$ cat config.mk
export PLATFORM = sky130hd
export DESIGN_NAME = pipe_ctrl
export DESIGN_NICKNAME = d
export VERILOG_FILES = /design/src/rtl/cpu_ctrl_pkg.sv /design/src/rtl/exc_target_sel.sv /design/src/rtl/pipe_ctrl.sv
export SDC_FILE = /design/constraint.sdc
export NUM_CORES = 1
export LEC_CHECK = 0
export CAP_MARGIN = 20
export CELL_PAD_IN_SITES_DETAIL_PLACEMENT = 0
export CELL_PAD_IN_SITES_GLOBAL_PLACEMENT = 1
export CORE_MARGIN = 5
export CORE_UTILIZATION = 34
export DETAILED_ROUTE_END_ITERATION = 12
export PLACE_DENSITY = 0.89
export SKIP_CTS_REPAIR_TIMING = 1
export SYNTH_ARGS = -nofsm -noshare
export SYNTH_HDL_FRONTEND = slang
export SYNTH_SLANG_ARGS = --single-unit
$ cat constraint.sdc
create_clock -name clk -period 1.86 [get_ports clk]
set_input_delay 0.186 -clock clk [delete_from_list [all_inputs] [get_ports clk]]
set_output_delay 0.186 -clock clk [all_outputs]
set_load 0.01 [all_outputs]
$ cat src/rtl/cpu_ctrl_pkg.sv
// Shared types and constants for the pipeline controller: FSM states,
// stall masks (bit0 PC .. bit5 WB, 1 = Stop) and exception codes.
package cpu_ctrl_pkg;

    typedef enum logic [1:0] {
        RUN        = 2'd0,
        FLUSH_WAIT = 2'd1,
        FLUSH      = 2'd2
    } ctrl_state_t;

    localparam logic [5:0] STALL_NONE = 6'b000000;
    localparam logic [5:0] STALL_IF   = 6'b000111;
    localparam logic [5:0] STALL_ID   = 6'b000111;
    localparam logic [5:0] STALL_EX   = 6'b001111;
    localparam logic [5:0] STALL_MEM  = 6'b011111;
    localparam logic [5:0] STALL_ALL  = 6'b111111;

    localparam logic [31:0] EXC_INT     = 32'h0000_0001;
    localparam logic [31:0] EXC_SYSCALL = 32'h0000_0008;
    localparam logic [31:0] EXC_INV     = 32'h0000_000A;
    localparam logic [31:0] EXC_OV      = 32'h0000_000C;
    localparam logic [31:0] EXC_TRAP    = 32'h0000_000D;
    localparam logic [31:0] EXC_ERET    = 32'h0000_000E;

endpackage

$ cat src/rtl/exc_target_sel.sv
// Combinational redirect-target selection for an exception code.
module exc_target_sel
    import cpu_ctrl_pkg::*;
#(
    parameter logic [31:0] INT_VECTOR = 32'h0000_0020,
    parameter logic [31:0] EXC_VECTOR = 32'h0000_0040
) (
    input  logic [31:0] excepttype_i,
    input  logic [31:0] epc_i,
    output logic [31:0] target_o
);

    always_comb begin
        target_o = EXC_VECTOR;
        unique case (excepttype_i)
            EXC_INT:  target_o = INT_VECTOR;
            EXC_ERET: target_o = epc_i;
            default:  target_o = EXC_VECTOR;
        endcase
    end

endmodule

$ cat src/rtl/pipe_ctrl.sv
// Pipeline controller: stall merge plus exception/ERET flush sequencing.
// Optional perf counters enabled by macro PIPE_CTRL_PERF_EN.
module pipe_ctrl
    import cpu_ctrl_pkg::*;
#(
    parameter logic [31:0] INT_VECTOR = 32'h0000_0020,
    parameter logic [31:0] EXC_VECTOR = 32'h0000_0040
) (
    input  logic        clk,
    input  logic        rst,
    input  logic        stallreq_from_if,
    input  logic        stallreq_from_id,
    input  logic        stallreq_from_ex,
    input  logic        stallreq_from_mem,
    input  logic [31:0] excepttype_i,
    input  logic [31:0] cp0_epc_i,
    output logic [5:0]  stall,
    output logic        flush,
    output logic [31:0] new_pc,
    output logic [31:0] stall_cycles_o,
    output logic [31:0] flush_count_o
);

    ctrl_state_t state_q, state_d;
    logic [31:0] code_q, code_d;
    logic [31:0] epc_q, epc_d;
    logic [31:0] sel_code, sel_epc, target;
    logic        flush_q;
    logic [31:0] new_pc_q;
    logic        bus_busy;

    assign bus_busy = stallreq_from_if | stallreq_from_mem;

    // In RUN the live inputs pick the target so ERET uses this cycle's EPC;
    // while waiting, the latched pair does.
    assign sel_code = (state_q == RUN) ? excepttype_i : code_q;
    assign sel_epc  = (state_q == RUN) ? cp0_epc_i    : epc_q;

    exc_target_sel #(
        .INT_VECTOR(INT_VECTOR),
        .EXC_VECTOR(EXC_VECTOR)
    ) u_sel (
        .excepttype_i(sel_code),
        .epc_i       (sel_epc),
        .target_o    (target)
    );

    always_comb begin
        state_d = state_q;
        code_d  = code_q;
        epc_d   = epc_q;
        stall   = STALL_NONE;
        unique case (state_q)
            RUN: begin
                if (excepttype_i != 32'h0) begin
                    stall   = STALL_ALL;
                    code_d  = excepttype_i;
                    epc_d   = cp0_epc_i;
                    state_d = bus_busy ? FLUSH_WAIT : FLUSH;
                end else if (stallreq_from_mem) stall = STALL_MEM;
                else if (stallreq_from_ex)      stall = STALL_EX;
                else if (stallreq_from_id)      stall = STALL_ID;
                else if (stallreq_from_if)      stall = STALL_IF;
            end
            FLUSH_WAIT: begin
                stall = STALL_ALL;
                if (!bus_busy) state_d = FLUSH;
            end
            FLUSH:   state_d = RUN;
            default: state_d = RUN;
        endcase
        if (rst) stall = STALL_NONE;
    end

    always_ff @(posedge clk) begin
        if (rst) begin
            state_q  <= RUN;
            code_q   <= 32'h0;
            epc_q    <= 32'h0;
            flush_q  <= 1'b0;
            new_pc_q <= 32'h0;
        end else begin
            state_q <= state_d;
            code_q  <= code_d;
            epc_q   <= epc_d;
            flush_q <= (state_d == FLUSH);
            if (state_d == FLUSH) new_pc_q <= target;
        end
    end

    assign flush  = flush_q;
    assign new_pc = new_pc_q;

`ifdef PIPE_CTRL_PERF_EN
    logic [31:0] stall_cycles_q, flush_count_q;

    always_ff @(posedge clk) begin
        if (rst) begin
            stall_cycles_q <= 32'h0;
            flush_count_q  <= 32'h0;
        end else begin
            if (stall[0] && stall_cycles_q != 32'hFFFF_FFFF)
                stall_cycles_q <= stall_cycles_q + 32'h1;
            if (state_q == FLUSH && flush_count_q != 32'hFFFF_FFFF)
                flush_count_q <= flush_count_q + 32'h1;
        end
    end

    assign stall_cycles_o = stall_cycles_q;
    assign flush_count_o  = flush_count_q;
`else
    assign stall_cycles_o = 32'h0;
    assign flush_count_o  = 32'h0;
`endif

endmodule

==> reports/metrics.cfg, run 1 <==
[grt]
grt_use_total=0.145
antenna_found_initial=1
grt_pass1_wl_mm=19.5
grt_pass1_vias=3855
grt_max_degree=61
gr-total-overflow=0

[cells_and_area]
drive_above_1_share=0.177
final_util=0.464
num-nets-final=705
syn2layout_area_growth_pct=35.7
antenna_cells=0
nFillCells=1334

[setup_path]
r2r_cells=7
cp-end-kind=output pin
critPathLaunchType=input pin
worstPathArrival_ns=1.59
path_max_fanout=5
crit_type=in -> out
cp_top_family=simple AND/OR/NAND/NOR gates
max_stage_delay_ns=0.29
worstPathRequired_ns=1.67
path_cells=dlymetal6s2s_1 > nor4_2 > buf_4 > nand4_4 > nor3_4 > buf_6 > a311oi_4 > buf_2
r2r_end=new_pc[6]
r2r_start=code_q[31]
r2r_setup_slack_ns=0.12
critPathBufInv=4
slowest_stage=nor4_2

[routing]
vias_per_cell=4.79
drt-initial-drc-count=205
drt.antenna.violating_nets=0
drt-total-wl_mm=13.0
avgRoutedWirePerCell_um=15.8
first_pass_iters=5
via_count=3951
drcViolationCount=0

[synth]
ys_seq_area_frac=0.403
async_flop_share=0
yosysMostFrequentCell=dfxtp_1
ys_types=36
ys_seq_elements=99
synthTopCellsByArea=dfxtp_1, mux2i_1, buf_4, mux2_2, nor2_1
ys_warn_count=0
ys.flop_type=dfxtp_1
syn_area_sq_um=4910
synth_top_area_cell=dfxtp_1
synth_top_area_share=0.403
synth_edf_count=0
synthTopCellsByCount=dfxtp_1, buf_4, nor2_1
syn_avg_cell_area_sq_um=9.62
netlist_instances=511

[power_and_ir_drop]
power_density_nw_per_um2=800
ir_drop_uv=414
total_power_uw=5330
p_leak_uw=0.00305

[min_path]
hold_depth=3
hold_path_class=in -> reg
min_from=excepttype_i[4]
whs_endpoint=code_q[4]

[clocking]
cts_sinks=99
clock_latency_ns=0.35
numCtsBuffers=9
h-tree-depth=3
cts.reportedPaths.clkPinSlew_ns=0.07
tritoncts=yes
clockRootBuffer=clkbuf_16
clk_path_buf_depth=2

[floorplan]
core_area_sq_um=14400
start_util=0.342
rows=44
die-height_um=130
dieArea_sq_um=17000
pin_count=173
die_x_um=130

[place]
hpwlAfterDp_mm=8.79
gp_congestion=0.744
portBuffers=108
pre_cts_slack_ns=-0.709

[job]
cap_violations=0

[timing]
worst_slack_ns=0.0793
period_share=0.957
clock.fmax_ghz=0.562
finalHoldViolCount=0
max_slew_margin=0.574
slew_viol_final=0
setup_viol=0
finalClockSkew_ns=0.00780
final.min_clock_period_ns=1.78
tightest_slew_ns=0.634

[run_status]
status=completed

[per-stage QoR]
stage	setup TNS, ns	cell area [sq um]	hold WS [ns]	std cells
6_report	0	6670	0.144	824
4_1_cts	-15.68	6380	0.296	819
3_3_place_gp	-45.17	6070	0.457	803
2_1_floorplan	0	5150	0.315	574
5_1_grt	-0.218	6670	0.158	824
3_5_place_dp	-50.24	6070	0.460	803
[cells by family after synthesis]
group                  Yosys count  share of synthesized area
multiplexers                    92                      0.195
flip-flops                      99                      0.403
AO/OA/AOI/OAI                   74                     0.0912
other                            1                   0.000763
buffers and inverters          107                      0.163
AND/OR/NAND/NOR                138                      0.146
[worst reg2reg max path, stage by stage (launching register included)]
cell and delay (ns):
dfxtp_1 0.32, nor4_1 0.30, buf_4 0.17, nand4_1 0.15, o22ai_2 0.25, buf_12 0.21
nand3_1 0.10, a2bb2oi_1 0.14
[how the worst max path moves through the flow]
stage | depth (start not counted) | from | endpoint
final | 8 | excepttype_i[9] | stall[0]
after global routing | 8 | excepttype_i[9] | stall[1]
after CTS | 7 | excepttype_i[12] | stall[0]
after detailed placement | 7 | excepttype_i[15] | stall[0]
after global placement | 7 | excepttype_i[14] | stall[2]
after floorplan | 7 | excepttype_i[14] | code_q[15]
[flip-flops by register name (all words and copies together) (netlist names)]
signal,count
epc_q,32
flush,1
code_q,32
new_pc,32
state_q,2
[metal layers]
layer	share of wire	vias up	wire length [um]	global-route usage
li1	-	1900	-	-
met1	0.42	1904	5470	0.182
met2	0.49	125	6310	0.237
met3	0.070	20	908	0.0360
met4	0.022	2	283	0.0642
met5	0.0010	-	13	0
[area by class of cell]
| cell class | instances | area, sq um | area share |
|---|---|---|---|
| multi-input cells | 368 | 2530 | 0.380 |
| flip-flops and latches | 99 | 1980 | 0.297 |
| repair buffers | 151 | 1600 | 0.239 |
| clock buffers | 11 | 243 | 0.0364 |
| well taps | 184 | 230 | 0.0345 |
| clock inverters | 5 | 61.3 | 0.00920 |
| inverters | 6 | 22.5 | 0.00338 |
[where the power goes]
group          leakage [uW]  switching, uW  total, uW  internal (uW)
logic               0.00208            504       1060            553
registers          0.000818           81.1       2350           2270
clock network      0.000150            832       1920           1090
total               0.00305           1420       5330           3910
[cells in the final DEF, fill, tap and decap left out, drive strengths merged, types with 30 or more instances in the layout]
cell and n:
a21oi 35, a31oi 30, buf 44, clkdlybuf4s50 69, conb 64, dfxtp 99
dlymetal6s2s 33, mux2 30, mux2i 62, nand2b 32, nor2 65
Note: power is estimated with default switching activity, not from simulation.
==> run 2, diff against run 1 <==
--- a/config.mk
+++ b/config.mk
@@ -5,6 +5,7 @@
 export SDC_FILE = /design/constraint.sdc
 export NUM_CORES = 1
 export LEC_CHECK = 0
+export ABC_AREA = 0
 export CAP_MARGIN = 20
 export CELL_PAD_IN_SITES_DETAIL_PLACEMENT = 0
 export CELL_PAD_IN_SITES_GLOBAL_PLACEMENT = 1
==> results of run 2 <==
No change in the layout: final DEF, timing and power equal those of run 1.
==> run 3, diff against run 2 <==
--- a/config.mk
+++ b/config.mk
@@ -13,6 +13,7 @@
 export CORE_UTILIZATION = 34
 export DETAILED_ROUTE_END_ITERATION = 12
 export PLACE_DENSITY = 0.89
+export REMOVE_ABC_BUFFERS = 1
 export SKIP_CTS_REPAIR_TIMING = 1
 export SYNTH_ARGS = -nofsm -noshare
 export SYNTH_HDL_FRONTEND = slang
==> run 3 against run 2 <==
Compared with the run above:
- die area stayed put
- sequential power hardly changed
- register-to-register slack hardly changed
- sequential share of layout area is 0.87 points higher
- global-route usage is 0.90 points lower
- first-iteration DRC count is 15% lower
- final area is 2.8% lower
- highest routed layer is now met4
- via count is 2.8% lower
- setup slack worse by 0.062 ns
==> reports/metrics.cfg, run 3 (synthesis results as in run 1) <==
[floorplan]
rows=44  ; unchanged
die-height_um=130  ; unchanged
core_area_sq_um=14400  ; unchanged
die_x_um=130  ; unchanged
start_util=0.342  ; unchanged
pin_count=173  ; unchanged
dieArea_sq_um=17000  ; unchanged

[grt]
grt_use_total=0.136  ; was 0.145
antenna_found_initial=1  ; unchanged
grt_max_degree=79  ; was 61
grt_pass1_vias=3741  ; was 3855
gr-total-overflow=0  ; unchanged
grt_pass1_wl_mm=18.2  ; was 19.5 mm

[clocking]
numCtsBuffers=9  ; unchanged
h-tree-depth=3  ; unchanged
clock_latency_ns=0.34  ; was 0.35 ns
cts.reportedPaths.clkPinSlew_ns=0.06  ; was 0.07 ns
tritoncts=yes  ; unchanged
clockRootBuffer=clkbuf_16  ; unchanged
cts_sinks=99  ; unchanged
clk_path_buf_depth=2  ; unchanged

[routing]
drt.antenna.violating_nets=0  ; unchanged
avgRoutedWirePerCell_um=15.1  ; was 15.8 um
drcViolationCount=0  ; unchanged
drt-total-wl_mm=12.2  ; was 13.0 mm
vias_per_cell=4.73  ; was 4.79
first_pass_iters=4  ; was 5
via_count=3842  ; was 3951
drt-initial-drc-count=175  ; was 205

[setup_path]
cp_top_family=simple AND/OR/NAND/NOR gates  ; unchanged
worstPathRequired_ns=1.67  ; about the same
path_cells=dlymetal6s2s_1 > nor4_2 > buf_4 > nand4_4 > nor3_4 > buf_4 > or3_4 > inv_1 > dlymetal6s2s_1  ; was dlymetal6s2s_1 > nor4_2 > buf_4 > nand4_4 > nor3_4 > buf_6 > a311oi_4 > buf_2
path_max_fanout=3  ; was 5
crit_type=in -> out  ; unchanged
critPathBufInv=5  ; was 4
max_stage_delay_ns=0.28  ; was 0.29 ns
slowest_stage=nor4_2  ; unchanged
cp-end-kind=output pin  ; unchanged
critPathLaunchType=input pin  ; unchanged
worstPathArrival_ns=1.66  ; was 1.59 ns

[timing]
setup_viol=0  ; unchanged
finalClockSkew_ns=0.00536  ; was 0.00780 ns
fin_hold_ws_ns=0.110  ; was 0.144 ns
slew_viol_final=0  ; unchanged
max_slew_margin=0.503  ; was 0.574
rsz0062_at_grt=true
tightest_slew_ns=0.745  ; was 0.634 ns
final.min_clock_period_ns=1.84  ; was 1.78 ns
clock.fmax_ghz=0.543  ; was 0.562 GHz
period_share=0.991  ; was 0.957
finalHoldViolCount=0  ; unchanged
worst_slack_ns=0.0171  ; was 0.0793 ns

[cells_and_area]
syn2layout_area_growth_pct=31.9  ; was 35.7%
num-nets-final=693  ; was 705
post-route-cell-area_sq_um=6480  ; was 6670 sq um
final_common_cell=dfxtp_1  ; unchanged
final_cell_mix=dfxtp_1, clkdlybuf4s50_1, nor2_1, conb_1, mux2i_1  ; unchanged
drive_above_1_share=0.158  ; was 0.177

[min_path]
hold_path_class=in -> reg  ; unchanged

[place]
hpwlAfterDp_mm=8.64  ; was 8.79 mm
gp_congestion=0.828  ; was 0.744
pre_cts_slack_ns=-0.689  ; was -0.709 ns
portBuffers=108  ; unchanged
dpl-instance-area_sq_um=5990  ; was 6070 sq um

[power_and_ir_drop]
ir_drop_uv=385  ; was 414 uV
p_leak_uw=0.00296  ; was 0.00305 uW
power_density_nw_per_um2=794  ; was 800 nW/um^2

[run_status]
status=completed  ; unchanged

[job]
cap_violations=0  ; unchanged

-- run 3: changes by cell type in the layout (fill, tap and decap cells not counted), moves of 2 or more --
cell / before / now
buf_4: 32 / 22
clkbuf_1: 1 / 3
clkbuf_16: 11 / 9
clkinv_4: 2 / 0
nor4_2: 4 / 6
nor4_4: 5 / 2
-- run 3: final timing paths --
kind | cells past startpoint | slack, ns | to | startpoint
min reg2reg | 2 | 0.47 | new_pc[25] | new_pc[25]
max reg2reg | 6 | 0.11 | new_pc[6] | code_q[11]
max | 9 | 0.02 | stall[5] | excepttype_i[4]
min | 3 | 0.11 | code_q[7] | excepttype_i[7]
-- run 3: layout make-up --
| class | count | area (sq um) |
|---|---|---|
| Inverter | 6 | 22.5 |
| Tap cell | 184 | 230 |
| Clock inverter | 3 | 40.0 |
| Timing Repair Buffer | 139 | 1470 |
| Clock buffer | 12 | 236 |
| Multi-Input combinational cell | 368 | 2500 |
| Fill cell | 1373 | 7890 |
| Antenna cell | 1 | 2.50 |
| Sequential cell | 99 | 1980 |
-- run 3: worst min-delay path: stages --
cell	delay [ns]
clkbuf_2	0.10
mux2i_1	0.06
nor2_1	0.07
-- run 3: routing by layer --
layer  global-route usage  vias to the layer above  wire length, um
li1                     -                     1877                -
met1                0.163                     1841             5210
met2                0.230                      100             6040
met3               0.0381                       24              667
met4               0.0556                        0              308
met5                    0                        -                0
-- run 3: through the flow --
stage / cells / TNS, ns / utilization / total power (uW)
floorplan: 473 / -135.21 / - / 2920
global placement: 790 / -44.53 / 0.417 / 3350
detailed placement: 790 / -49.63 / 0.417 / 3380
CTS: 805 / -12.81 / 0.436 / 5210
global route: 812 / -0.912 / 0.451 / 5390
finish: 812 / 0 / 0.451 / 5140
-- run 3: report_power, final --
part | leakage [uW] | internal, uW | switching (uW) | total [uW]
sequential | 0.000818 | 2270 | 81.4 | 2350
clock | 0.000136 | 1030 | 768 | 1800
combinational | 0.00200 | 516 | 473 | 989
